File: config.mk
export PLATFORM = sky130hd
export DESIGN_NAME = regfile_wr_arbiter
export DESIGN_NICKNAME = d
export VERILOG_FILES = /design/src/rtl/regfile_wr_arbiter.sv
export SDC_FILE = /design/constraint.sdc
export NUM_CORES = 1
export LEC_CHECK = 0
export BUFFER_PORTS_ARGS = -buffer_cell sky130_fd_sc_hd__buf_2
export CAP_MARGIN = 20
export CORE_AREA = 2 2 122 124
export DETAILED_ROUTE_END_ITERATION = 6
export DIE_AREA = 0 0 124 126
export HOLD_SLACK_MARGIN = 0.1
export PLACE_DENSITY = 0.87
export SETUP_SLACK_MARGIN = 0.05
export SYNTH_ARGS = -nofsm -noshare
export SYNTH_HDL_FRONTEND = slang
export SYNTH_SLANG_ARGS = --single-unit
export TNS_END_PERCENT = 20
File: constraint.sdc
create_clock -name clk -period 8.4 [get_ports clk]
set_input_delay 0.84 -clock clk [delete_from_list [all_inputs] [get_ports clk]]
set_output_delay 0.84 -clock clk [all_outputs]
set_load 0.005 [all_outputs]
File: src/rtl/regfile_wr_arbiter.sv
// Arbitrates the integer register file write port between core writeback and a
// buffered photon coprocessor write stream, with forced drain and pending-hit flags.
module regfile_wr_arbiter #(
    parameter int unsigned FIFO_DEPTH   = 4,
    parameter int unsigned STARVE_LIMIT = 8,
    parameter int unsigned DATA_W       = 32
) (
    input  logic              clk,
    input  logic              Rst,
    input  logic              core_we,
    input  logic [4:0]        core_rd,
    input  logic [DATA_W-1:0] core_data,
    input  logic              mem_hold,
    input  logic              ph_we,
    input  logic [4:0]        ph_rd,
    input  logic [DATA_W-1:0] ph_data,
    output logic              ph_ready,
    output logic              core_stall,
    input  logic [4:0]        rs1_addr,
    input  logic [4:0]        rs2_addr,
    output logic              rs1_pend,
    output logic              rs2_pend,
    output logic              rf_we,
    output logic [4:0]        rf_addr,
    output logic [DATA_W-1:0] rf_wdata
);

    localparam int unsigned AW = $clog2(FIFO_DEPTH);
    localparam int unsigned CW = $clog2(FIFO_DEPTH + 1);
    localparam int unsigned SW = $clog2(STARVE_LIMIT + 1);
    localparam logic [CW-1:0] DEPTH_C  = CW'(FIFO_DEPTH);
    localparam logic [SW-1:0] STARVE_C = SW'(STARVE_LIMIT);

    typedef enum logic [0:0] {
        ST_NORMAL,
        ST_DRAIN
    } state_t;

    state_t state, state_n;

    logic [4:0]            rd_q   [FIFO_DEPTH];
    logic [DATA_W-1:0]     data_q [FIFO_DEPTH];
    logic [FIFO_DEPTH-1:0] valid_q;
    logic [AW-1:0]         rd_ptr, wr_ptr;
    logic [CW-1:0]         count, count_n;
    logic [SW-1:0]         starve, starve_n;

    logic              core_acc;
    logic              ph_acc;
    logic              enq;
    logic              deq;
    logic              issue_we;
    logic [4:0]        issue_addr;
    logic [DATA_W-1:0] issue_data;

    assign ph_ready = (count < DEPTH_C);

    always_comb begin
        core_acc   = core_we && (core_rd != 5'd0) && !mem_hold && !core_stall
                     && (state == ST_NORMAL);
        ph_acc     = ph_we && ph_ready;
        enq        = ph_acc && (ph_rd != 5'd0);
        deq        = 1'b0;
        starve_n   = starve;
        state_n    = state;
        issue_we   = 1'b0;
        issue_addr = '0;
        issue_data = '0;

        case (state)
            ST_NORMAL: begin
                if (core_acc) begin
                    if (count != '0) begin
                        starve_n = starve + SW'(1);
                    end
                end else if (count != '0) begin
                    deq      = 1'b1;
                    starve_n = '0;
                end else begin
                    starve_n = '0;
                end
            end
            ST_DRAIN: begin
                deq      = (count != '0);
                starve_n = '0;
            end
            default: begin
                state_n = ST_NORMAL;
            end
        endcase

        count_n = count + CW'(enq) - CW'(deq);

        // Transitions judged on end-of-cycle occupancy and starvation.
        if (state == ST_NORMAL) begin
            if ((starve_n >= STARVE_C) || (count_n == DEPTH_C)) begin
                state_n = ST_DRAIN;
            end
        end else if (state == ST_DRAIN) begin
            if (count_n == '0) begin
                state_n = ST_NORMAL;
            end
        end

        if (core_acc) begin
            issue_we   = 1'b1;
            issue_addr = core_rd;
            issue_data = core_data;
        end else if (deq && valid_q[rd_ptr]) begin
            issue_we   = 1'b1;
            issue_addr = rd_q[rd_ptr];
            issue_data = data_q[rd_ptr];
        end
    end

    always_ff @(posedge clk) begin
        if (Rst) begin
            state      <= ST_NORMAL;
            count      <= '0;
            starve     <= '0;
            rd_ptr     <= '0;
            wr_ptr     <= '0;
            valid_q    <= '0;
            core_stall <= 1'b0;
            rf_we      <= 1'b0;
            rf_addr    <= '0;
            rf_wdata   <= '0;
        end else begin
            state      <= state_n;
            count      <= count_n;
            starve     <= starve_n;
            core_stall <= (state_n == ST_DRAIN);
            rf_we      <= issue_we;
            rf_addr    <= issue_addr;
            rf_wdata   <= issue_data;

            if (deq) begin
                valid_q[rd_ptr] <= 1'b0;
                rd_ptr          <= rd_ptr + AW'(1);
            end
            // Core value is newer than buffered ones; a same-cycle enqueue below overrides.
            for (int unsigned i = 0; i < FIFO_DEPTH; i++) begin
                if (core_acc && (rd_q[AW'(i)] == core_rd)) begin
                    valid_q[AW'(i)] <= 1'b0;
                end
            end
            if (enq) begin
                valid_q[wr_ptr] <= 1'b1;
                wr_ptr          <= wr_ptr + AW'(1);
            end
        end
    end

    always_ff @(posedge clk) begin
        if (enq) begin
            rd_q[wr_ptr]   <= ph_rd;
            data_q[wr_ptr] <= ph_data;
        end
    end

    always_comb begin
        rs1_pend = 1'b0;
        rs2_pend = 1'b0;
        for (int unsigned i = 0; i < FIFO_DEPTH; i++) begin
            if (valid_q[AW'(i)]) begin
                if ((rd_q[AW'(i)] == rs1_addr) && (rs1_addr != 5'd0)) begin
                    rs1_pend = 1'b1;
                end
                if ((rd_q[AW'(i)] == rs2_addr) && (rs2_addr != 5'd0)) begin
                    rs2_pend = 1'b1;
                end
            end
        end
    end

endmodule

After elaboration in Yosys (flattened, before gate mapping):

Memories as Yosys holds them, arrays and structs flattened. A register that Yosys moved wholly into a read port is not among the register bits.
Cells that the tools add are included.

* bits in registers: 54
* bits in writable memories: 148
* bits of input ports: 89
* output and inout port bits: 42
* word-level logic and storage cells: 122
* memories kept: 2

Memories
* data_q: words 4, bits a word 32, read ports 1, clocked after memory_dff 1, write ports 1, line 42 `logic [DATA_W-1:0] data_q [FIFO_DEPTH];`
* rd_q: words 4, bits a word 5, read ports 5, clocked after memory_dff 1, write ports 1, line 41 `logic [4:0] rd_q [FIFO_DEPTH];`

* add/subtract/negate cells: 5
* order comparisons: 6
* equal/unequal tests: 13
* multiplexer cells: 53
* bitwise logic cells: 4
* reduce and logical (&&, ||, !) cells: 30

Operator list (count)
* 32-bit two-way mux: 2
* 5-bit equality test: 12
* 1-bit two-way mux: 36
* 1-bit logical AND: 21
* 5-bit nonzero test: 4
* 4-bit two-way mux: 4
* 5-bit two-way mux: 2
* 2-bit two-way mux: 4
* 4-bit case mux with 2 select lines: 1
* 2-bit by 3-bit less-than comparator with 1-bit output (second input constant): 2
* 2-bit by 1-bit adder with 2-bit output (second input constant): 2
* 4-bit by 1-bit adder with 4-bit output (second input constant): 1
* 4-bit AND: 1
* 1-bit demux with 2-bit select: 2
* 2-bit by 1-bit >= comparator with 1-bit output (second input constant): 2
* 4-bit >= comparator (second input constant): 1
* 4-bit NOT: 1
* 4-bit bitwise OR: 1
* 3-bit by 1-bit adder with 3-bit output: 1
* 3-bit equality test (second input constant): 1
* 3-bit zero test: 1
* 3-bit less-than comparator (second input constant): 1
* 3-bit nonzero test: 1
* 3-bit by 1-bit subtractor with 3-bit output: 1
* 5 further kinds: 6

Longest topological paths before layout:

Gate-level depths: netlist of the first run.

* depth in word-level cells: 12
* depth in mapped cells: 13
* gate-level depth less buffers: 11

Worst setup path after synthesis of the first run:

Ideal clock, no wire load.

* path type: input to register
* start point: input core_rd[2]
* end point: register state
* library setup time: 0.138 ns
* data arrival time: 3.163 ns
* data required time: 8.262 ns
* setup slack: 5.098 ns
* stages: 12
* path buffers: 2
* cells stage by stage: buf_2 > or4_4 > o21bai_4 > buf_6 > nand2_1 > xnor2_1 > ha_1 > inv_1 > fa_1 > nor2b_1 > mux2i_1 > o22ai_1

* longest elaborated chain between the ends: 12
* elaborated cells on any way between the ends: 17

RTL lines
* start, declared: line 11 `input logic [4:0] core_rd,`
* 5-bit nonzero test *: line 59 `core_acc = core_we && (core_rd != 5'd0) && !mem_hold && !core_stall`
* 1-bit logical AND * (3 in a row): line 59
* 1-bit logical AND *: line 60 `&& (state == ST_NORMAL);`
* 1-bit two-way mux: line 72 `if (core_acc) begin`
* 1-bit case mux with 2 select lines: line 70 `case (state)`
* 3-bit by 1-bit subtractor with 3-bit output: line 92 `count_n = count + CW'(enq) - CW'(deq);`
* 3-bit equality test: line 96 `if ((starve_n >= STARVE_C) || (count_n == DEPTH_C)) begin`
* 1-bit logical OR: line 96
* 1-bit two-way mux: line 96
* 1-bit two-way mux *: line 95 `if (state == ST_NORMAL) begin`
* end signal, assigned: line 129 `state <= state_n;`
* end, declared: line 39 `state_t state, state_n;`

Every way passes the cells marked *; elsewhere a longest branch is shown, timed or not.
A chain may end at the register's enable or synchronous reset.

Final worst setup path of the first run:

* start point: input core_rd[1]
* end point: register rf_wdata[31]

* longest elaborated chain between the ends: 10

RTL lines
* 5-bit nonzero test *: line 59
* 1-bit logical AND * (3 in a row): line 59
* 1-bit logical AND *: line 60
* 1-bit two-way mux: line 72
* 1-bit case mux with 2 select lines: line 70
* 1-bit logical AND: line 109 `end else if (deq && valid_q[rd_ptr]) begin`
* 32-bit two-way mux: line 109
* 32-bit two-way mux *: line 105 `if (core_acc) begin`
* end signal, assigned: line 135 `rf_wdata <= issue_data;`
* end, declared: line 25 `output logic [DATA_W-1:0] rf_wdata`

Marks and branches as above.

==> results of run 1 <==
[registers in the layout, indices dropped and copies added (netlist names), named ones only]
name,cells
state,1
rd_ptr,2
rf_we,1
rf_addr,5
rd_q,20
rf_wdata,32
wr_ptr,2
starve,4
count,3
valid_q,4
data_q,128
[final cells by class]
type,count,share of cell area
multi-input cells,272,0.251
clock inverters,9,0.00776
clock buffers,30,0.0632
repair buffers,134,0.0705
flip-flops and latches,204,0.566
well taps,184,0.0234
inverters,47,0.0179
[tightest hold or removal path: cells and delay by family (launching register included)]
kind                      cells  cell delay, ps
and+or+nand+nor               1              70
xor gates and xnor gates      1              80
DFF                           1             320
[per-layer routing]
metal / vias to the layer above / GRT usage
met5: - / 0
met4: 0 / 0.0747
met1: 2417 / 0.307
met2: 222 / 0.387
met3: 38 / 0.0602
li1: 2254 / -
[metrics by stage]
step	setup WS (ps)	instance area, µm²	power, mW	utilization	hold slack [ps]
2_1_floorplan	5100	8380	1.71	-	472
3_3_place_gp	4970	9110	1.85	0.637	491
3_5_place_dp	4870	9110	1.88	0.637	492
4_1_cts	5360	9810	2.80	0.685	510
5_1_grt	5190	9830	2.90	0.687	529
6_report	5360	9830	2.78	0.687	505
[power by group]
part           total (mW)  leakage, nW  switching [mW]  internal [mW]
logic               0.580         1.60           0.298          0.282
registers            1.27         1.81          0.0751           1.20
clock network       0.923        0.338           0.374          0.549
[worst paths after layout]
check,start,to,depth (start not counted)
worst max-delay path,core_rd[1],rf_wdata[31],6
worst min-delay path,starve[3],starve[3],2
worst min register to register,starve[3],starve[3],2
worst max register to register,state,state,10
[synth_stat cells]
cell type                  instances
sky130_fd_sc_hd__mux4_2           38
sky130_fd_sc_hd__a21oi_1           4
sky130_fd_sc_hd__clkbuf_1         22
sky130_fd_sc_hd__dfxtp_1          56
sky130_fd_sc_hd__or3b_1            1
sky130_fd_sc_hd__o21a_1            3
sky130_fd_sc_hd__o311a_1           1
sky130_fd_sc_hd__xor2_1           44
sky130_fd_sc_hd__nand4b_1          1
sky130_fd_sc_hd__clkbuf_4          1
sky130_fd_sc_hd__mux2i_1           3
sky130_fd_sc_hd__inv_1            47
sky130_fd_sc_hd__nand2_1          43
sky130_fd_sc_hd__edfxtp_1        148
sky130_fd_sc_hd__a31oi_1           4
sky130_fd_sc_hd__and2_1            2
sky130_fd_sc_hd__nor2b_1           3
sky130_fd_sc_hd__nor4_1            8
sky130_fd_sc_hd__or3_1             2
sky130_fd_sc_hd__or4_4             1
sky130_fd_sc_hd__or4_1             4
sky130_fd_sc_hd__nor3_1            2
sky130_fd_sc_hd__nand3_1          15
sky130_fd_sc_hd__nand4_1           3
sky130_fd_sc_hd__o21ai_2          18
sky130_fd_sc_hd__o21bai_4          1
sky130_fd_sc_hd__o21ai_0          21
sky130_fd_sc_hd__ha_1             10
sky130_fd_sc_hd__nor2_1           13
sky130_fd_sc_hd__buf_2             6
sky130_fd_sc_hd__fa_1              1
sky130_fd_sc_hd__xnor2_1          24
sky130_fd_sc_hd__o22ai_1           1
sky130_fd_sc_hd__buf_4             1
sky130_fd_sc_hd__o21ai_1           1
sky130_fd_sc_hd__buf_6             4
[cell families after synthesis]
| logic type | count (synthesis) |
|---|---|
| muxes | 41 |
| and+or+nand+nor | 98 |
| AOI/OAI and AO/OA | 54 |
| DFF | 204 |
| xor gates and xnor gates | 68 |
| buffers and inverters | 81 |
| adders and majority gates | 11 |
==> flow_summary.toml, run 1 <==
[placed_design]
port-buffer-count = 130
routabilityCongestion = 0.856
detailed_place_hpwl_um = 11500
placedCellCount = 840

[cells_and_area]
nets = 781
area_delta_synth_final_pct = 17.4
layout.filler_cells = 993
layout_common_cells = "148 x sky130_fd_sc_hd__edfxtp_1, 130 x sky130_fd_sc_hd__buf_2, 54 x sky130_fd_sc_hd__dfxtp_1, 45 x sky130_fd_sc_hd__inv_1, 44 x sky130_fd_sc_hd__xor2_1"
multi_input_area_um2 = 2470
final_cells = 880
antennaDiodeCount = 0
layout_commonest_cell = "sky130_fd_sc_hd__edfxtp_1"
layout.area.seq_um2 = 5570
layout-drive-gt1-share = 0.330

[route]
top_layer_used = "met4"
post-route-drc-count = 0
drt_iter0_drc = 409
routed_via_density = 5.60
detail-route-antenna-nets = 0
detailedRoute.firstPassIterationCount = 5
drt-total-wl_um = 17800
route.met3.wl_um = 1530
route.met2.wl_um = 8800
detailroute.via_count = 4931
wirelength_met1_um = 7000
avgRoutedWirePerCell_um = 20.3

[timing]
post-route-period-util = 0.361
slew_headroom = 0.284
final.setup_skew_ps = 10.7
tns_setup_ps = 0
tightest_slew_ps = 1070
rsz0062_at_grt = "no"
finalWorstPathRequiredPeriod_ps = 3040
fmax_ghz = 0.329
report.final.slew_viol_count = 0
finalHoldViolations = 0
setup-violations-final = 0

[global_routing]
grtUsageTotal = 0.235
global_route.overflow_total = 0
antenna_found_initial = 0
grt_pass1_vias = 5080
grt_pass1_wl_um = 27200
grt_max_degree = 39

[synthesis]
synth_largest_area_cell = "sky130_fd_sc_hd__edfxtp_1"
syn-num-nets = 657
synth_top_area_frac = 0.530
synth_top_family_by_area = "multiplexers"
synthesis.area_per_instance_um2 = 15.0
yosys.area_share.xor_xnor = 0.0711
mappedNetlistArea_um2 = 8380
ys_warn_count = 0
post_synth_main_area_contributors = "sky130_fd_sc_hd__edfxtp_1 53%, sky130_fd_sc_hd__dfxtp_1 13%, sky130_fd_sc_hd__mux4_2 10%"
yosys.area_share.simple = 0.0557
muxShareOfSynthArea = 0.106
yosys.cell_types.count = 36
synthCells = 557
synth-adder-area-share = 0.0173
synth_compound_gate_area_share = 0.0442
ys_seq_elements = 204
synth_seq_area_share = 0.664

[cts]
cts_htree_levels = 1
post_cts.repair.setup_buffers = 0
clk_path_buf_depth = 3
worst_skew_pair.late_latency_ps = 490
clock-root-buffer = "sky130_fd_sc_hd__clkbuf_16"
resized_cells_post_cts = 0
cts_inserted_buffers = 22
clock_tree_from_tritoncts = "yes"
clkSlewWorstSetupHoldPaths_ps = 60
cts.hold.buffers_added = 0
cts.sink_count = 204

[floorplan]
fp.dieH_um = 126
initial_core_util = 0.585
design.core.area_um2 = 14300
design.portCount = 131
design.die.area_um2 = 15600
fp-row-count = 44
die_boundary_width_um = 124

[critical_path]
cp_slowest_stage_delay_ps = 800
worstSetupEndpointType = "register"
crit_path_start_kind = "input port"
critical_path.cell_chain = "buf_2, or4_4, o21bai_4, nand4b_1, buf_4, o21ai_0"
timing.critical_path.arrival_ps = 3440
critical_path_class = "in -> reg"
critPathBufInv = 2
reg2reg_slack_ps = 5790
required_ps = 8810
critical_path.top_delay_family = "simple AND/OR/NAND/NOR gates"
path_max_fanout = 20
critical_path.slowest_cell = "sky130_fd_sc_hd__nand4b_1"

[power]
static-leakage-power_nw = 3.75
vdd_ir_drop_max_mv = 0.204
power_density_nw_per_um2 = 282

[worst_hold_path]
worst_hold_path_type = "reg -> reg"

[run]
max-cap-violations = 0

[status]
outcome = "completed"
Note: power is estimated with default switching activity, not from simulation.
==> run 2, diff against run 1 <==
--- a/config.mk
+++ b/config.mk
@@ -7,11 +7,11 @@
 export LEC_CHECK = 0
 export BUFFER_PORTS_ARGS = -buffer_cell sky130_fd_sc_hd__buf_2
 export CAP_MARGIN = 20
-export CORE_AREA = 2 2 122 124
+export CORE_AREA = 2 2 132 134
 export DETAILED_ROUTE_END_ITERATION = 6
-export DIE_AREA = 0 0 124 126
+export DIE_AREA = 0 0 134 136
 export HOLD_SLACK_MARGIN = 0.1
-export PLACE_DENSITY = 0.87
+export PLACE_DENSITY = 0.79
 export SETUP_SLACK_MARGIN = 0.05
 export SYNTH_ARGS = -nofsm -noshare
 export SYNTH_HDL_FRONTEND = slang
==> constraint.sdc (replaced) <==
create_clock -name clk -period 2.7 [get_ports clk]
set_input_delay 0.27 -clock clk [delete_from_list [all_inputs] [get_ports clk]]
set_output_delay 0.27 -clock clk [all_outputs]
set_load 0.005 [all_outputs]
==> run 2 against run 1 <==
Utilization decreased by 5.2 points. Critical path depth increased by 4. Global-route usage shrank 1.8 points. Combinational power grew to 3.5 times the previous value. Flip-flop and latch count stayed put. Non-clock buffer count rose by 80. Register-to-register slack got worse by 5500 ps. First-iteration DRC count shrank 5.1%. Setup slack worse by 5100 ps. Cell count grew 14%.
==> flow_summary.toml, run 2 (same netlist as run 1, synthesis figures left out) <==
[timing]
fmax_ghz = 0.411
post-route-period-util = 0.900
post-route-worst-setup-slack_ps = 269
setup-violations-final = 0
final.setup_skew_ps = 11.6
finalHoldViolations = 0
finalWorstPathRequiredPeriod_ps = 2430
slew_headroom = 0.308
tightest_slew_ps = 1040
report.final.slew_viol_count = 0
tns_setup_ps = 0
rsz0062_at_grt = "no"

[floorplan]
fp-row-count = 48
design.die.area_um2 = 18200
design.portCount = 131
design.core.area_um2 = 16900
fp.dieH_um = 136
initial_core_util = 0.496
die_boundary_width_um = 134

[placed_design]
routabilityCongestion = 0.865
port-buffer-count = 130
detailed_place_hpwl_um = 12000
place_area_um2 = 9290
placement.setup.worst_slack_ps = 19.6

[cells_and_area]
antennaDiodeCount = 0
largest_reg_flops = 128
layout_commonest_cell = "sky130_fd_sc_hd__edfxtp_1"
final_design_area_no_fill_um2 = 10700
regMostFlops = "data_q"
layout-drive-gt1-share = 0.316
area_delta_synth_final_pct = 27.9
nets = 861
layout_common_cells = "148 x sky130_fd_sc_hd__edfxtp_1, 130 x sky130_fd_sc_hd__buf_2, 69 x sky130_fd_sc_hd__dlygate4sd3_1, 54 x sky130_fd_sc_hd__dfxtp_1, 45 x sky130_fd_sc_hd__inv_1"
top_regs = "data_q (128), rf_wdata (32), rd_q (20)"

[critical_path]
timing.critical_path.arrival_ps = 2790
required_ps = 3060
critical_path_class = "reg -> reg"
worstSetupEndpointType = "register"
path_max_fanout = 4
crit_path_start_kind = "register"

[route]
avgRoutedWirePerCell_um = 19.5
post-route-drc-count = 0
drt_iter0_drc = 388
detailroute.via_count = 5289
detailedRoute.firstPassIterationCount = 5
routed_via_density = 5.28
drt-total-wl_um = 19600
detail-route-antenna-nets = 0

[cts]
post_cts.repair.setup_buffers = 0
clk_path_buf_depth = 3
cts_inserted_buffers = 22
cts.sink_count = 204
cts_htree_levels = 1
clkSlewWorstSetupHoldPaths_ps = 60
clock_tree_from_tritoncts = "yes"
worst_skew_pair.late_latency_ps = 500
clock-root-buffer = "sky130_fd_sc_hd__clkbuf_16"

[global_routing]
grt_pass1_vias = 5635
grt_pass1_wl_um = 30000
grt_max_degree = 39
antenna_found_initial = 0
global_route.overflow_total = 0
grtUsageTotal = 0.217

[power]
power_density_nw_per_um2 = 839
comb_power_share = 0.223
static-leakage-power_nw = 4.12
power.net_switching_mw = 2.40
vdd_ir_drop_max_mv = 0.576
p_int_mw = 6.59
power.sequential.fraction = 0.439
pwr-share-clk = 0.338
sw_share = 0.267

[worst_hold_path]
worst_hold_path_type = "in -> reg"

[status]
outcome = "completed"

[run]
max-cap-violations = 0
-- run 2: cell count changes in the layout (fill, tap and decap cells not counted), moves of 2 or more --
cell                            change
sky130_fd_sc_hd__clkinv_1           +3
sky130_fd_sc_hd__clkbuf_1           -5
sky130_fd_sc_hd__dlygate4sd3_1     +69
sky130_fd_sc_hd__bufinv_16          +2
sky130_fd_sc_hd__buf_4             +10
-- run 2: final timing paths --
kind,cells past startpoint,to,slack [ps],start
worst max-delay path,10,state,270,state
worst min-delay path,3,rf_addr[4],120,core_rd[4]
worst max register to register,10,state,270,state
worst min register to register,2,starve[3],510,starve[3]
-- run 2: final cells by class --
class                   instances  area (µm²)
fillers                      1180        6160
flip-flops and latches        204        5570
multi-input cells             272        2470
repair buffers                214        1480
clock buffers                  24         589
well taps                     225         282
inverters                      47         176
clock inverters                15         153
-- run 2: critical path: stages (launching register included) --
cell and delay (ps):
sky130_fd_sc_hd__dfxtp_1 320, sky130_fd_sc_hd__or3b_1 370, sky130_fd_sc_hd__o21bai_4 190, sky130_fd_sc_hd__nand2_2 120
sky130_fd_sc_hd__xnor2_1 130, sky130_fd_sc_hd__ha_1 160, sky130_fd_sc_hd__inv_1 50, sky130_fd_sc_hd__fa_1 500
sky130_fd_sc_hd__nor2b_2 150, sky130_fd_sc_hd__mux2i_1 200, sky130_fd_sc_hd__o22ai_1 100
-- run 2: per-layer routing --
layer  vias to the layer above  track usage  wire [µm]
met5                         -            0          0
met2                       208        0.392      10100
met3                        34       0.0369       1250
met4                         0       0.0686        351
li1                       2417            -          -
met1                      2630        0.266       7820
-- run 2: through the flow --
step / power (mW) / instances / hold WS (ps) / utilization
after CTS: 9.04 / 1001 / 102 / 0.635
final: 8.99 / 1001 / 115 / 0.635
after global routing: 9.39 / 1001 / 118 / 0.635
after global placement: 5.86 / 893 / 465 / 0.550
after floorplan: 5.34 / 557 / 339 / -
after detailed placement: 5.94 / 893 / 468 / 0.550
-- run 2: timing repair --
| item | 4_1_cts | 5_1_grt |
|---|---|---|
| hold buffers | 69 | 0 |
| endpoints found under the hold margin | 180 | 0 |
| gates resized for setup | 0 | 0 |
-- run 2: power groups by stage --
| stage | combinational [mW] | sequential, mW | clock (mW) |
|---|---|---|---|
| final | 2.01 | 3.95 | 3.04 |
| after global routing | 2.20 | 3.98 | 3.21 |
| after CTS | 2.02 | 3.95 | 3.07 |
| after detailed placement | 1.93 | 4.01 | 0 |
| after global placement | 1.88 | 3.98 | 0 |
| after floorplan | 1.43 | 3.90 | 0 |
